===== src/rtl/fft_spi_pkg.sv =====
// fft_spi_pkg: frame geometry defaults, SPI mode and receiver state encoding
// shared by fft_spi_in and fft_spi_out.
package fft_spi_pkg;
    localparam int FFT_N    = 8;
    localparam int FFT_W    = 16;
    localparam int SPI_MODE = 0;
    typedef enum logic [1:0] {IDLE, SHIFT, DONE} spi_state_e;
endpackage


===== src/rtl/spi_sync_edge.sv =====
// spi_sync_edge: 2-FF synchroniser for an asynchronous input plus one extra
// register for rise/fall detection; RST_VAL sets the value all stages reset to.
module spi_sync_edge #(
    parameter logic RST_VAL = 1'b0
) (
    input  logic clk,
    input  logic rst_n,
    input  logic d_i,
    output logic sync_o,
    output logic rise_o,
    output logic fall_o
);
    logic meta_q, sync_q, prev_q;
    always_ff @(posedge clk or negedge rst_n)
        if (!rst_n) {meta_q, sync_q, prev_q} <= {3{RST_VAL}};
        else        {meta_q, sync_q, prev_q} <= {d_i, meta_q, sync_q};
    assign sync_o = sync_q;
    assign rise_o = sync_q & ~prev_q;
    assign fall_o = ~sync_q & prev_q;
endmodule


===== src/rtl/fft_spi_in.sv =====
// fft_spi_in: SPI mode-0 slave that rebuilds an N x W frame into data_bus.
// Optional per-word strobe outputs under `define SPI_IN_WORD_STROBE_EN.
module fft_spi_in
    import fft_spi_pkg::*;
#(
    parameter int N = FFT_N,
    parameter int W = FFT_W
) (
    input  logic           clk,
    input  logic           rst_n,
    input  logic           sclk,
    input  logic           mosi,
    input  logic           cs,
    output logic [N*W-1:0] data_bus,
    output logic           data_valid,
    output logic           busy,
    output logic           frame_err
`ifdef SPI_IN_WORD_STROBE_EN
    ,
    output logic [W-1:0]   word_data,
    output logic           word_valid
`endif
);
    localparam int BW = $clog2(W);
    localparam int CW = $clog2(N+1);
    localparam logic [BW-1:0] BIT_LAST = BW'(W-1);
    localparam logic [CW-1:0] WORD_END = CW'(N);

    logic sclk_rise, sclk_sync_unused, sclk_fall_unused;
    logic cs_sync, cs_rise, cs_fall;
    logic mosi_m_q, mosi_q;
    logic word_done;
    logic [W-1:0] word;

    spi_sync_edge #(.RST_VAL(1'b0)) u_sclk (
        .clk(clk), .rst_n(rst_n), .d_i(sclk),
        .sync_o(sclk_sync_unused), .rise_o(sclk_rise), .fall_o(sclk_fall_unused)
    );
    spi_sync_edge #(.RST_VAL(1'b1)) u_cs (
        .clk(clk), .rst_n(rst_n), .d_i(cs),
        .sync_o(cs_sync), .rise_o(cs_rise), .fall_o(cs_fall)
    );

    always_ff @(posedge clk or negedge rst_n)
        if (!rst_n) {mosi_m_q, mosi_q} <= 2'b00;
        else        {mosi_m_q, mosi_q} <= {mosi, mosi_m_q};

    spi_state_e     state_q;
    logic [W-1:0]   shift_q;
    logic [BW-1:0]  bit_cnt_q;
    logic [CW-1:0]  word_cnt_q;
    logic [N*W-1:0] stage_q, data_bus_q;
    logic           data_valid_q, busy_q, frame_err_q, overrun_q;
    logic [1:0]     ready_q;
    logic           armed_q;

    assign word      = {shift_q[W-2:0], mosi_q};
    assign word_done = (state_q == SHIFT) && (word_cnt_q != WORD_END) && !cs_rise
                       && sclk_rise && (bit_cnt_q == BIT_LAST);

    // armed_q blocks a frame start until cs has really been seen high after reset,
    // since the cs synchroniser resets to 1 and would otherwise fake a fall.
    always_ff @(posedge clk or negedge rst_n) begin
        if (!rst_n) begin
            state_q      <= IDLE;
            shift_q      <= '0;
            bit_cnt_q    <= '0;
            word_cnt_q   <= '0;
            stage_q      <= '0;
            data_bus_q   <= '0;
            data_valid_q <= 1'b0;
            busy_q       <= 1'b0;
            frame_err_q  <= 1'b0;
            overrun_q    <= 1'b0;
            ready_q      <= 2'b00;
            armed_q      <= 1'b0;
        end else begin
            data_valid_q <= 1'b0;
            frame_err_q  <= 1'b0;
            ready_q      <= {ready_q[0], 1'b1};
            if (ready_q[1] && cs_sync) armed_q <= 1'b1;
            case (state_q)
                IDLE: if (cs_fall && armed_q) begin
                    state_q    <= SHIFT;
                    bit_cnt_q  <= '0;
                    word_cnt_q <= '0;
                    overrun_q  <= 1'b0;
                    busy_q     <= 1'b1;
                end
                SHIFT: if (word_cnt_q == WORD_END) begin
                    data_bus_q   <= stage_q;
                    data_valid_q <= 1'b1;
                    overrun_q    <= sclk_rise && !cs_rise;
                    busy_q       <= !cs_rise;
                    state_q      <= cs_rise ? IDLE : DONE;
                end else if (cs_rise) begin
                    state_q     <= IDLE;
                    busy_q      <= 1'b0;
                    frame_err_q <= 1'b1;
                end else if (sclk_rise) begin
                    shift_q   <= word;
                    bit_cnt_q <= word_done ? '0 : bit_cnt_q + 1'b1;
                    if (word_done) begin
                        stage_q[int'(word_cnt_q)*W +: W] <= word;
                        word_cnt_q <= word_cnt_q + 1'b1;
                    end
                end
                DONE: if (cs_rise) begin
                    state_q     <= IDLE;
                    busy_q      <= 1'b0;
                    frame_err_q <= overrun_q;
                end else if (sclk_rise) begin
                    overrun_q <= 1'b1;
                end
                default: state_q <= IDLE;
            endcase
        end
    end

    assign data_bus   = data_bus_q;
    assign data_valid = data_valid_q;
    assign busy       = busy_q;
    assign frame_err  = frame_err_q;

`ifdef SPI_IN_WORD_STROBE_EN
    logic [W-1:0] word_data_q;
    logic         word_valid_q;
    always_ff @(posedge clk or negedge rst_n)
        if (!rst_n) begin
            word_data_q  <= '0;
            word_valid_q <= 1'b0;
        end else begin
            word_valid_q <= word_done;
            if (word_done) word_data_q <= word;
        end
    assign word_data  = word_data_q;
    assign word_valid = word_valid_q;
`endif
endmodule


===== config.mk =====
export PLATFORM = sky130hd
export DESIGN_NAME = fft_spi_in
export DESIGN_NICKNAME = d
export VERILOG_FILES = /design/src/rtl/fft_spi_pkg.sv /design/src/rtl/spi_sync_edge.sv /design/src/rtl/fft_spi_in.sv
export SDC_FILE = /design/constraint.sdc
export NUM_CORES = 1
export LEC_CHECK = 0
export ABC_AREA = 1
export BUFFER_PORTS_ARGS = -buffer_cell sky130_fd_sc_hd__buf_2
export CAP_MARGIN = 20
export CORE_MARGIN = 4
export CORE_UTILIZATION = 35
export DETAILED_ROUTE_END_ITERATION = 7
export GPL_TIMING_DRIVEN = 0
export SETUP_SLACK_MARGIN = 0.1
export SLEW_MARGIN = 15
export SYNTH_ARGS = -nofsm -noshare
export SYNTH_HDL_FRONTEND = slang
export SYNTH_HIERARCHICAL = 1
export SYNTH_SLANG_ARGS = --single-unit
export TNS_END_PERCENT = 50

===== constraint.sdc =====
create_clock -name clk -period 2.04 [get_ports clk]
set_input_delay 0.51 -clock clk [delete_from_list [all_inputs] [get_ports clk]]
set_output_delay 0.51 -clock clk [all_outputs]
set_load 0.02 [all_outputs]

== After elaboration in Yosys (flattened, before gate mapping) ==
Index checks and enable logic that the tools add are counted.

* Bits in registers: 296
* Input port bits: 5
* Output and inout port bits: 131
* Logic and storage cells: 96

* Add/subtract/negate cells: 3
* Eq/ne operators: 13
* Shifts and indexed selects: 2
* Muxes and demuxes: 32
* Bitwise gates (word level): 8
* Reduce and logical (&&, ||, !) cells: 18

{| class="wikitable"
|+ Operators by type and width
! operator !! count
|-
| 128-bit bitwise mux || 1
|-
| 16-bit by 33-bit variable shift with 128-bit output, first input constant || 1
|-
| 16-bit by 33-bit indexed part select with 128-bit output || 1
|-
| 4-bit 2-to-1 mux || 9
|-
| 8-bit negator with 33-bit output || 1
|-
| 4-bit one-hot mux with 2 select lines || 2
|-
| 5-bit AND reduction || 3
|-
| 2-bit != test, second input constant || 7
|-
| 1-bit 2-to-1 mux || 12
|-
| 4-bit by 1-bit adder with 4-bit output, second input constant || 2
|-
| 4-bit == test, second input constant || 2
|-
| 2-bit 2-to-1 mux || 4
|-
| 1-bit logical AND || 7
|-
| 1-bit one-hot mux with 3 select lines || 2
|-
| 2-bit one-hot mux with 3 select lines || 1
|-
| 6-bit AND reduction || 1
|-
| 1-bit inverter || 5
|-
| 4-bit != test, second input constant || 1
|-
| 2-bit AND reduction || 2
|-
| 4-bit AND reduction || 1
|-
| 1-bit AND || 3
|-
| 3-bit nonzero test || 1
|-
| 2-bit by 1-bit == test with 1-bit output, second input constant || 1
|-
| 2-bit == test, second input constant || 1
|-
| other kinds (5) || 5
|}

== Logic depth before layout (Yosys ltp) ==
* Word-level depth: 11
* Mapped depth: 14
* Mapped depth without buffers: 12

== Hierarchy ==
Netlist, hierarchy kept.

{| class="wikitable"
|+ Modules (own cells, without submodules)
! module !! times used !! cells each !! area each (µm²) !! sequential area each (µm²)
|-
| fft_spi_in || 1 || 1,374 || 11,871.4 || 7,257.0
|-
| spi_sync_edge (u_cs) || 1 || 7 || 93.8 || 78.8
|-
| spi_sync_edge (u_sclk) || 1 || 7 || 90.1 || 75.1
|}

== Worst setup path before layout ==
OpenSTA, ideal clock, no wires.

* Path kind: register to register
* Start: register word_cnt_q[0]
* End: register stage_q[14]
* Library setup time: 0.116 ns
* Data arrival time: 2.117 ns
* Required time: 1.924 ns
* Setup slack: -0.193 ns
* Stages on the path, launching flop included: 11
* Buffers on the path: 2
* Period minus slack after synthesis: 2.233 ns
* Path through: dfrtp_1 buf_4 clkinv_1 ha_1 nor2_1 nand2_2 nor3_4 nand2_2 buf_6 nand2_1 nand2_1

* Longest elaborated chain between the ends: 6
* Elaborated cells between the ends (all ways): 12
* Classes of those cells: 1 x add/sub; 2 x eq/ne; 2 x shift; 1 x mux; 1 x bitwise; 5 x reduce/logical

{| class="wikitable"
|+ Ends and longest elaborated chain
! what !! RTL line !! RTL
|-
| from (decl) || fft_spi_in.sv:51 || <nowiki>logic [CW-1:0] word_cnt_q;</nowiki>
|-
| from (signal assigned) || fft_spi_in.sv:105 || <nowiki>word_cnt_q <= word_cnt_q + 1'b1;</nowiki>
|-
| branches (longest 6 deep; another with 8-bit negator with 33-bit output) || n/a ||
|-
| to (signal, indexed assignment) || fft_spi_in.sv:104 || <nowiki>stage_q[int'(word_cnt_q)*W +: W] <= word;</nowiki>
|-
| to (decl) || fft_spi_in.sv:52 || <nowiki>logic [N*W-1:0] stage_q, data_bus_q;</nowiki>
|}

Parallel ways; which one is timed is not known.
A chain may end at the register's enable or synchronous reset.

== Worst setup path after layout ==
* Start: register state_q[1]
* End: register stage_q[62]

* Longest elaborated chain between the ends: 6

{| class="wikitable"
|+ Ends and longest elaborated chain
! what !! RTL line !! RTL
|-
| from (decl) || fft_spi_in.sv:48 || <nowiki>spi_state_e state_q;</nowiki>
|-
| from (signal assigned) || fft_spi_in.sv:95 || <nowiki>state_q <= cs_rise ? IDLE : DONE;</nowiki>
|-
| 2-bit by 1-bit == test with 1-bit output (*) || fft_spi_in.sv:58, fft_spi_in.sv:82 ||
|-
| 1-bit logical AND (2 in a row) || fft_spi_in.sv:58 || <nowiki>assign word_done = (state_q == SHIFT) && (word_cnt_q != WORD_END) && !cs_rise</nowiki>
|-
| 1-bit logical AND (2 in a row) || fft_spi_in.sv:59 || <nowiki>&& sclk_rise && (bit_cnt_q == BIT_LAST);</nowiki>
|-
| 5-bit AND reduction (no source line) (*) || n/a ||
|}

Every way passes the cells marked *; elsewhere a longest branch is shown, timed or not.

==> run metrics <==
core area=33800 sq um; global-route wire length before repair=53400 microns; htree depth=2; FILL cells=3165; global route overflow=0; first-pass detailed-route iteration total=5; layout cells sized above 1=0.282; fin nets=1617; # IOs=136; final hold violations=0; power share of the sequential group=0.420; Setup WS pre-CTS=-908 ps; fin util=0.475; cts hold-fix bufs=0; post-synthesis area per instance=8.69 sq um; Antenna Violating Nets Remaining=0; setup ws final=59.4 ps; Worst setup SP type=flop; Die Wd=194 microns; pwr/cell area=926 nW/um^2; Fin Clk Skew=17.7 ps; clock power share=0.391; Root Buffer=clkbuf_16; # port buffers=135; non-filler cells, final=2073; P_sw=4.46 mW; Die Y=194 microns; GRT Util Overall=0.176; Setup CP Type=flop to flop; # diodes=0; Placed Cells=1971; CTS Buffer Depth=3; clock slew at reported path FFs=50 ps; largest net degree at the start of global routing=101; GPL Wtd Cong=0.929; Pint=10.4 mW; clock latency at the later pin of the worst-skew pair=520 ps; initial core utilization=0.357; synthesized netlist net count=1399; leakage power total=8.96 nW; initial antenna violation count=0; CTS tree=done; total number of vias=9846; WP data arrival=2420 ps; Core Rows=67; R2R Path Start=state_q[1]; Post-Route WL=34100 microns; # clock sinks=296; fmax=0.505 GHz; Starting DRT DRC Count=712; post-DR wirelength/cell=16.4 microns; Vias/cell=4.75; area growth from synthesis to layout=33.3%; synthesized instance count=1386; Post-Syn Area=12000 sq um; maximum fanout along the worst path=10; Register-to-Register Path Depth=13; Req. time, crit path=2480 ps; maximum VDD drop=0.000500 V; internal reg-to-reg setup slack=60 ps; Final Max Slew Viols=0; FF-to-FF End=stage_q[62]; Setup-failing EPs final=0; placed cell area=13400 sq um; post-DP HPWL=23400 microns; worst hold slack=9.18 ps; Worst Hold Class=primary input to asynchronous set/reset pin; Synthesis Warnings=6; Final Cycle Share=0.971; status=complete, no violations; crit-path cells=inv_2 -> ha_4 -> buf_6 -> nand2_4 -> nor2_4 -> nand4_1 -> buf_6 -> nor2_4 -> buf_12 -> buf_12 -> buf_12 -> nand3_2 -> nand2_1; DIE AREA=37500 sq um; number of global-route vias before repair=9697; Tot Pwr=14.9 mW; Comb pwr share=0.189; setup tns final=0 ps; Worst Setup End Kind=flop; Sw Ratio=0.300; Worst path most repeated cell=buf_12; Slowest-stage cell, CP=dfrtp_1; crit-path max cell delay=390 ps; Tightest Pin Transition=767 ps; Tmin final=1980 ps; max cap viols=0; RSZ-0062 raised after global routing=yes; CTS buffer count=34; post-route cell area=16100 sq um; drt drc=0; max_slew headroom=0.488
-- power groups by stage --
stage,registers [mW],clock network [mW],logic (mW)
6_report,6.24,5.82,2.81
5_1_grt,6.26,6.25,3.09
4_1_cts,6.23,5.95,2.44
3_5_place_dp,6.33,0,2.19
3_3_place_gp,6.33,0,2.14
2_1_floorplan,6.30,0,1.54
-- cell usage in the layout, fill, tap and decap left out, types with 5 or more instances in the layout --
| cell | count |
|---|---|
| buf_8 | 14 |
| inv_2 | 9 |
| ha_1 | 5 |
| clkbuf_8 | 12 |
| nor3_1 | 11 |
| nor2_4 | 11 |
| nand3_4 | 9 |
| a21oi_1 | 5 |
| nand2_2 | 33 |
| clkbuf_16 | 41 |
| clkbuf_1 | 11 |
| nand3_2 | 66 |
| buf_4 | 43 |
| buf_6 | 13 |
| clkbuf_4 | 5 |
| nand2_4 | 10 |
| clkbuf_2 | 7 |
| nor2_1 | 32 |
| nand3_1 | 65 |
| buf_12 | 10 |
| inv_1 | 46 |
| nand2_1 | 669 |
| dfrtp_1 | 291 |
| o21ai_0 | 19 |
| buf_2 | 142 |
-- state kept, by name, summed over array words and instances, names as in the netlist --
| name | count |
|---|---|
| busy | 1 |
| data_valid | 1 |
| stage_q | 128 |
| ready_q | 2 |
| mosi_q | 1 |
| u_sclk/sync_o | 1 |
| u_sclk/meta_q | 1 |
| word_cnt_q | 4 |
| armed_q | 1 |
| overrun_q | 1 |
| data_bus | 128 |
| u_cs/prev_q | 1 |
| u_sclk/prev_q | 1 |
| frame_err | 1 |
| state_q | 2 |
| u_cs/sync_o | 1 |
| bit_cnt_q | 4 |
| mosi_m_q | 1 |
| shift_q | 15 |
| u_cs/meta_q | 1 |
-- worst max-delay path, delay by kind of cell (launching register included) --
family                   cells  cell delay [ps]
buffers and inverters        6              790
AND/OR/NAND/NOR              6              590
flip-flops                   1              390
adder cells (fa/ha/maj)      1              120
-- worst max-delay path by stage --
| stage | start | endpoint | slack [ps] |
|---|---|---|---|
| final | state_q[1] | stage_q[62] | 60 |
| after global routing | state_q[1] | stage_q[42] | -10 |
| after CTS | word_cnt_q[1] | stage_q[34] | 20 |
| after detailed placement | state_q[1] | data_bus[113] | -910 |
| after global placement | rst_n | data_bus[42] | -5090 |
| after floorplan | word_cnt_q[0] | stage_q[21] | 100 |
-- final cells by class --
class	instances	area (sq um)	area share
Buffer	69	723	0.0450
Clock buffer	50	981	0.0611
Clock inverter	7	78.8	0.00491
Inverter	57	229	0.0143
Multi-Input combinational cell	964	4800	0.299
Sequential cell	296	7410	0.462
Tap cell	448	561	0.0349
Timing Repair Buffer	182	1270	0.0793
-- routing by layer --
layer / GRT usage / routed length, microns
met5: 0 / 0
met4: 0.0493 / 699
met3: 0.0294 / 1890
met2: 0.285 / 16300
met1: 0.245 / 15200
-- what timing repair did --
action                                  CTS  global route
resized for setup                        92           202
buffers inserted                         22            15
hold endpoints to repair                  0             0
endpoints found under the setup margin  280           273
pin swaps                                 9            73
cloned                                    2             6
Power figures use the tool's default switching activity.
